File: src/rtl/tiny_la_pkg.sv
// tiny_la_pkg: state and trigger-mode codes shared by the logic analyzer
package tiny_la_pkg;
  typedef enum logic [1:0] {IDLE = 2'b00, ARMED = 2'b01, CAPTURE = 2'b10, READOUT = 2'b11} la_state_e;
  typedef enum logic [1:0] {TRIG_RISE = 2'b00, TRIG_FALL = 2'b01, TRIG_ANY = 2'b10, TRIG_NOW = 2'b11} trig_mode_e;
endpackage

File: src/rtl/la_sample_buffer.sv
// la_sample_buffer: unreset sample storage with one write port and a registered read port
module la_sample_buffer #(
  parameter int DEPTH = 16,
  parameter int W = 4,
  localparam int AW = $clog2(DEPTH)
) (
  input  logic          clk,
  input  logic          rst,
  input  logic          we,
  input  logic [AW-1:0] waddr,
  input  logic [AW-1:0] raddr,
  input  logic [W-1:0]  wdata,
  output logic [W-1:0]  rdata
);
  logic [W-1:0] mem [DEPTH];
  // storage write, deliberately without reset
  always_ff @(posedge clk) if (we) mem[waddr] <= wdata;
  // registered read; only the output register clears on reset
  always_ff @(posedge clk) rdata <= rst ? '0 : mem[raddr];
endmodule

File: src/rtl/multi_channel_logic_analyzer.sv
// multi_channel_logic_analyzer: edge-triggered, prescaled capture of CHANNELS probes with word-by-word readout
module multi_channel_logic_analyzer
  import tiny_la_pkg::*;
#(
  parameter int CHANNELS = 4,
  parameter int DEPTH = 16,
  parameter int PRESCALE_W = 8,
  parameter int SYNC_STAGES = 2,
  localparam int TW = CHANNELS > 1 ? $clog2(CHANNELS) : 1,
  localparam int AW = $clog2(DEPTH)
) (
  input  logic                  clk,
  input  logic                  rst,
  input  logic [CHANNELS-1:0]   data_in,
  input  logic                  arm,
  input  logic [TW-1:0]         trig_ch,
  input  logic [1:0]            trig_mode,
  input  logic [PRESCALE_W-1:0] prescale,
  input  logic                  rd_next,
  output logic [CHANNELS-1:0]   rd_data,
  output logic                  rd_valid,
  output logic [1:0]            state,
  output logic                  done
);
  logic [SYNC_STAGES-1:0][CHANNELS-1:0] sync;
  logic [CHANNELS-1:0] s, p;
  logic [TW-1:0] sel;
  logic s_b, p_b, trig, sample_hit, last, we;
  logic [PRESCALE_W-1:0] cnt;
  logic [AW-1:0] wr_ptr, rd_ptr, rd_ptr_nxt, waddr;
  la_state_e st;
  assign s = sync[SYNC_STAGES-1];
  assign state = st;
  // synchronizer chain plus one-clock history for edge detection
  always_ff @(posedge clk) begin
    if (rst) begin
      sync <= '0;
      p <= '0;
    end else begin
      sync <= {sync[SYNC_STAGES-2:0], data_in};
      p <= s;
    end
  end
  // trigger selection, write port steering and next read address
  always_comb begin
    sel = (32'(trig_ch) < CHANNELS) ? trig_ch : '0;
    s_b = s[sel];
    p_b = p[sel];
    trig = trig_mode == TRIG_NOW ? 1'b1 :
           trig_mode == TRIG_ANY ? s_b ^ p_b :
           trig_mode == TRIG_FALL ? ~s_b & p_b : s_b & ~p_b;
    sample_hit = st == CAPTURE && cnt == prescale;
    last = sample_hit && wr_ptr == AW'(DEPTH - 1);
    we = (st == ARMED && trig) || sample_hit;
    waddr = st == ARMED ? '0 : wr_ptr;
    rd_ptr_nxt = last ? '0 : (st == READOUT && rd_next && !arm) ? rd_ptr + AW'(1) : rd_ptr;
  end
  // capture/readout sequencer with registered status outputs
  always_ff @(posedge clk) begin
    if (rst) begin
      st <= IDLE;
      cnt <= '0;
      wr_ptr <= '0;
      rd_ptr <= '0;
      rd_valid <= 1'b0;
      done <= 1'b0;
    end else begin
      rd_ptr <= rd_ptr_nxt;
      case (st)
        IDLE: if (arm) st <= ARMED;
        ARMED: if (trig) begin
          st <= CAPTURE;
          wr_ptr <= AW'(1);
          cnt <= '0;
        end
        CAPTURE: begin
          cnt <= sample_hit ? '0 : cnt + PRESCALE_W'(1);
          if (sample_hit) wr_ptr <= wr_ptr + AW'(1);
          if (last) begin
            st <= READOUT;
            rd_valid <= 1'b1;
            done <= 1'b1;
          end
        end
        READOUT: if (arm || (rd_next && rd_ptr == AW'(DEPTH - 1))) begin
          st <= arm ? ARMED : IDLE;
          rd_valid <= 1'b0;
          done <= 1'b0;
        end
      endcase
    end
  end
  la_sample_buffer #(.DEPTH(DEPTH), .W(CHANNELS)) u_buf (
    .clk(clk),
    .rst(rst),
    .we(we),
    .waddr(waddr),
    .raddr(rd_ptr_nxt),
    .wdata(s),
    .rdata(rd_data)
  );
endmodule

File: config.mk
export PLATFORM = sky130hd
export DESIGN_NAME = multi_channel_logic_analyzer
export DESIGN_NICKNAME = d
export VERILOG_FILES = /design/src/rtl/tiny_la_pkg.sv /design/src/rtl/la_sample_buffer.sv /design/src/rtl/multi_channel_logic_analyzer.sv
export SDC_FILE = /design/constraint.sdc
export NUM_CORES = 1
export LEC_CHECK = 0
export CORE_MARGIN = 2
export CORE_UTILIZATION = 28
export DETAILED_ROUTE_END_ITERATION = 16
export REMOVE_ABC_BUFFERS = 1
export SYNTH_ARGS = -nofsm -noshare
export SYNTH_HDL_FRONTEND = slang
export SYNTH_SLANG_ARGS = --single-unit
File: constraint.sdc
create_clock -name clk -period 2.7 [get_ports clk]
set_input_delay 0.54 -clock clk [delete_from_list [all_inputs] [get_ports clk]]
set_output_delay 0.54 -clock clk [all_outputs]
set_load 0.02 [all_outputs]
* After elaboration in Yosys (flattened, before gate mapping)
Memories as Yosys holds them, arrays and structs flattened. A register that Yosys moved wholly into a read port is not among the register bits. Index checks and enable logic that the tools add are counted. Widths: inputs -> output; s select.
Operators by class: bitwise logic cells 5, magnitude comparators 1, add/subtract/negate cells 3, reductions and logical operators 16, mux-type cells 27, equality and inequality tests 14
Operator list (count):
- $mux 4 | 5
- $mux 8 | 2
- $pmux 8 s2 | 1
- $mux 1 | 10
- $add 4x1->4 const B | 2
- $add 8x1->8 const B | 1
- $eq 2x2->1 const B | 4
- $eq 4x4->1 const B | 2
- $eq 8x8->1 | 1
- $mux 2 | 4
- $ne 2x2->1 const B | 4
- $pmux 2 s4 | 1
- $pmux 4 s2 | 1
- $logic_and 1x1->1 | 6
- $reduce_and 3->1 | 2
- $bmux 1 s2 | 2
- $eq 2x1->1 const B | 2
- $reduce_and 4->1 | 1
- $reduce_bool 2->1 | 2
- $lt 2x3->1 const B | 1
- $and 1x1->1 | 2
- $logic_not 2->1 | 1
- $logic_or 1x1->1 | 2
- $ne 2x1->1 const B | 1
- 5 further kinds | 6
Word-level totals: input port bits 20, output and inout bits 8, bits in writable memories 64, word-level logic and storage cells 75, memories 1, register bits after elaboration 31
Memories:
- u_buf.mem | depth 16, bits a word 4, rd ports 1, clocked after memory_dff 1, wr ports 1, RTL line la_sample_buffer.sv:15 | logic [W-1:0] mem [DEPTH];

* Depth between registers and ports, before layout
depth after elaboration 11, mapped depth 10, depth with buffers taken out 9

* Hierarchy
From an unflattened synthesis, not the netlist that was laid out.
Unflattened totals: cell total of the unflattened synthesis 337, area, all modules 4393.0 µm²
By module, submodules not included:
- la_sample_buffer | times used 1, area each 2717.6 µm², cells an instance 157, seq. area each 2001.9 µm²
- multi_channel_logic_analyzer | times used 1, area each 1675.4 µm², cells an instance 180, seq. area each 620.6 µm²

* Worst setup path after synthesis
OpenSTA, ideal clock, no wires.
path kind input-to-reg, start point in trig_ch[0], end point reg cnt[2], setup time 0.065 ns, required time 2.635 ns, stages on the path 8, path buffers 0, setup slack 0.244 ns, arrival time 2.391 ns, path through mux4_2 ha_1 mux2_2 o221ai_1 nand2_1 o21ai_0 nand2b_1 nor2_1
Between the ends: cells in the longest elaborated chain, start to end 9, elaborated cells on any way between the ends 14, those cells by class eq/ne (1); mux (7); bitwise (5); reduce/logical (1)
RTL lines:
- start: declaration | RTL line multi_channel_logic_analyzer.sv:16 | input logic [TW-1:0] trig_ch,
- $bmux 1 s2 (on tied branches) | RTL line multi_channel_logic_analyzer.sv:48, multi_channel_logic_analyzer.sv:47
- $mux 1 (on tied branches) | RTL line multi_channel_logic_analyzer.sv:48, multi_channel_logic_analyzer.sv:47
- $not 1->1 | RTL line multi_channel_logic_analyzer.sv:51 | trig_mode == TRIG_FALL ? ~s_b & p_b : s_b & ~p_b;
- $and 1x1->1 | RTL line multi_channel_logic_analyzer.sv:51
- $mux 1 | RTL line multi_channel_logic_analyzer.sv:51
- $mux 1 * | RTL line multi_channel_logic_analyzer.sv:50 | trig_mode == TRIG_ANY ? s_b ^ p_b :
- $mux 1 * | RTL line multi_channel_logic_analyzer.sv:49 | trig = trig_mode == TRIG_NOW ? 1'b1 :
- $ne 2x2->1 (no line) *
- $reduce_and 2->1 (no line) *
- end signal: assignment | RTL line multi_channel_logic_analyzer.sv:77 | cnt <= sample_hit ? '0 : cnt + PRESCALE_W'(1);
- end: declaration | RTL line multi_channel_logic_analyzer.sv:29 | logic [PRESCALE_W-1:0] cnt;
Every way passes the cells marked *; elsewhere a longest branch is shown, timed or not. The select of a mux whose other input is x is not followed. A chain may end at the register's enable or synchronous reset.

* Final worst setup path
start point in arm, end point reg u_buf.rdata[1], read port of u_buf.mem
Between the ends: cells in the longest elaborated chain, start to end 4
RTL lines:
- start: declaration | RTL line multi_channel_logic_analyzer.sv:15 | input logic arm,
- $logic_not 1->1 | RTL line multi_channel_logic_analyzer.sv:56 | rd_ptr_nxt = last ? '0 : (st == READOUT && rd_next && !arm) ? rd_ptr + AW'(1) : rd_ptr;
- $logic_and 1x1->1 | RTL line multi_channel_logic_analyzer.sv:56
- $mux 4 (2 in series) | RTL line multi_channel_logic_analyzer.sv:56
- end: declaration | RTL line la_sample_buffer.sv:13 | output logic [W-1:0] rdata
Every way passes these cells.

==> qor.yml <==
overflow: 0
tightest_slew_ps: 507
synthTopCellsByArea: "edfxtp_1 (41%), dfxtp_1 (15%), mux2i_1 (5.1%)"
chipWidth_um: 134
cp.arrival_ps: 2800
dieArea_um2: 17900
setup_slack_ps: 111
finalNonFillerCells: 686
min_period_over_period_pct: 95.9
ir_drop_uv: 337
slew_violations: 0
final_antenna_net_count: 0
worstPathRequired_ps: 2910
clk_pin_slew_ps: 60
grt_pass1_wl_mm: 17.7
rsz0062_at_grt: "no"
critPathMaxFanout: 6
slew_headroom_pct: 66.1
vias: 3337
power_mw: 3.50
powerDensity_nw_per_um2: 598
cp-end-kind: "flip-flop"
wirelength_mm: 11.1
syn_inst: 390
n_fill_cell: 1584
async_flop_share_pct: 0
numCtsBuffers: 9
synthesis.area_um2: 4710
synth_top_area_cell: "edfxtp_1"
criticalPathCategory: "in -> reg"
cts_tree: "yes"
dpl.hpwl_mm: 8.25
cts_hold_buffers: 0
cts-htree-levels: 3
final_layout_size_suffix_gt1_share_pct: 20.2
portBuffers: 27
ys_types: 69
cts.sinks: 99
utilization_pct: 35.3
dr.first_iter.drc_count: 252
antenna_found_initial: 0
synthToLayoutAreaGrowth_pct: 24.1
start_util_pct: 28.5
hold_path.class: "reg -> reg"
synth.avg_cell_area_um2: 12.1
grt_max_degree: 35
cts_root_buf: "clkbuf_16"
synth_seq_cells: 99
vias_per_cell: 4.86
place_congestion: 0.816
antenna_cells: 0
grt_pass1_vias: 3374
status: "completed"
yosysWarnings: 0
core_um2: 16500
cts.path.max_buffers: 2
rows: 47
seqCellArea_um2: 2620
hold_violations: 0
firstDrtPassIters: 4
yosys.area.top_type_share_pct: 40.8
yosysSeqAreaShare_pct: 55.7
ys.flop_type: "edfxtp_1"
setup_violations: 0
period_minus_slack_ps: 2590
postCtsSetupRepairBufs: 0
dp.cells: 670
drc: 0
maxCapViolCount: 0
multiInputGateArea_um2: 1950
worstSkewPairLatency_ps: 350
synth_edf_count: 64
crit_path_start_kind: "primary input"
skew_ps: 7.56
pre_cts_ws_ps: -469
io_pins: 28
finalNetCount: 490
grtUsageTotal_pct: 13.0
p_leak_nw: 1.97
routedWlPerCell_um: 16.1
die_h_um: 134
max_freq_mhz: 386
## state kept, by name (all words and copies together), names as in the netlist
register,flops
sync,4
wr_ptr,4
u_buf.rdata,4
done,1
rd_ptr,4
cnt,8
state,2
p,4
s,4
u_buf.mem,64
## cell type report
type / count / area share, %
Sequential cell: 99 / 44.9
Multi-Input combinational cell: 261 / 33.5
Tap cell: 220 / 4.71
Clock inverter: 2 / 0.236
Timing Repair Buffer: 80 / 11.7
Inverter: 10 / 0.643
Clock buffer: 14 / 4.35
## routing by layer
metal,GRT usage (%),part of all wire [%]
met2,20.3,47
met1,17.2,45
met5,0,0
met3,3.81,6.5
met4,4.55,1.7
## synthesized netlist by cell type, types with 2 or more instances
cell type	count
a2111oi_0	2
a211oi_1	10
a21oi_1	9
a311oi_1	2
a31oi_1	2
and3_1	2
buf_2	6
buf_4	4
buf_6	2
clkbuf_1	6
dfxtp_1	35
edfxtp_1	64
ha_1	9
inv_1	10
mux2_2	5
mux2i_1	24
mux4_2	2
nand2_1	10
nand2_2	3
nand2b_1	6
nand3_1	8
nand3b_1	3
nand4_1	8
nor2_1	35
nor2b_1	15
nor3_1	4
nor3b_1	7
nor4_1	3
nor4_4	2
nor4b_1	3
o211ai_1	4
o21ai_0	15
o221ai_1	4
o22ai_1	8
o31ai_1	4
o32ai_1	2
or3_2	2
or4_1	2
xnor2_1	2
xor2_1	17
## power breakdown
part           internal, mW  total, mW  switching, mW
registers              1.66       1.71         0.0481
logic                 0.276      0.618          0.342
clock network         0.651       1.17          0.521
## layout by cell type, fill, tap and decap left out, types with 6 or more instances in the layout
| master | n |
|---|---|
| o22ai_1 | 7 |
| clkdlybuf4s50_1 | 26 |
| buf_4 | 52 |
| nand2_1 | 9 |
| inv_1 | 10 |
| dfxtp_1 | 35 |
| nor3b_1 | 7 |
| clkbuf_16 | 9 |
| o21ai_0 | 14 |
| a21oi_1 | 8 |
| nand4_1 | 8 |
| xor2_1 | 17 |
| ha_1 | 9 |
| a211oi_1 | 10 |
| edfxtp_1 | 64 |
| nand3_1 | 8 |
| nand2b_1 | 6 |
| mux2i_1 | 24 |
| nor2_1 | 33 |
| nor2b_1 | 15 |
## timing repair
action,4_1_cts,5_1_grt
hold endpoints to repair,0,0
gates resized for setup,2,8
endpoints found under the setup margin,20,29
## per-stage QoR
| step | instance area [um2] | hold WS, ps | setup TNS, ps |
|---|---|---|---|
| finish | 5840 | 433 | 0 |
| global route | 5840 | 455 | 0 |
| CTS | 5810 | 439 | 0 |
| detailed placement | 5530 | 424 | -16880 |
| global placement | 5530 | 421 | -14340 |
| floorplan | 4580 | 414 | -891 |
## worst max-delay path, stage by stage
cell,delay (ps)
clkdlybuf4s50_1,490
and3b_1,230
xnor2_2,420
buf_4,220
mux2i_1,260
a211oi_1,80
nor4b_1,380
o22ai_1,170
## path summary, 6_finish.rpt
| path | from | endpoint | slack (ps) | cells after the start |
|---|---|---|---|---|
| worst min-delay path | sync[1] | s[1] | 430 | 1 |
| worst max-delay path | arm | u_buf.rdata[1] | 110 | 8 |
| worst min register to register | sync[1] | s[1] | 430 | 1 |
| worst max register to register | state[0] | u_buf.rdata[1] | 160 | 8 |
## logic make-up (layout without fill, tap and decap cells)
kind of cell / after synthesis / in the layout / share of synthesized area (%)
XOR/XNOR: 20 / 20 / 3.88
AO/OA/AOI/OAI: 76 / 76 / 11.4
buffers and inverters: 30 / 106 / 3.54
multiplexers: 31 / 31 / 7.26
flip-flops: 99 / 99 / 55.7
AND/OR/NAND/NOR: 125 / 125 / 15.8
adder cells (fa/ha/maj): 9 / 9 / 2.39
Note: power is estimated with default switching activity, not from simulation.
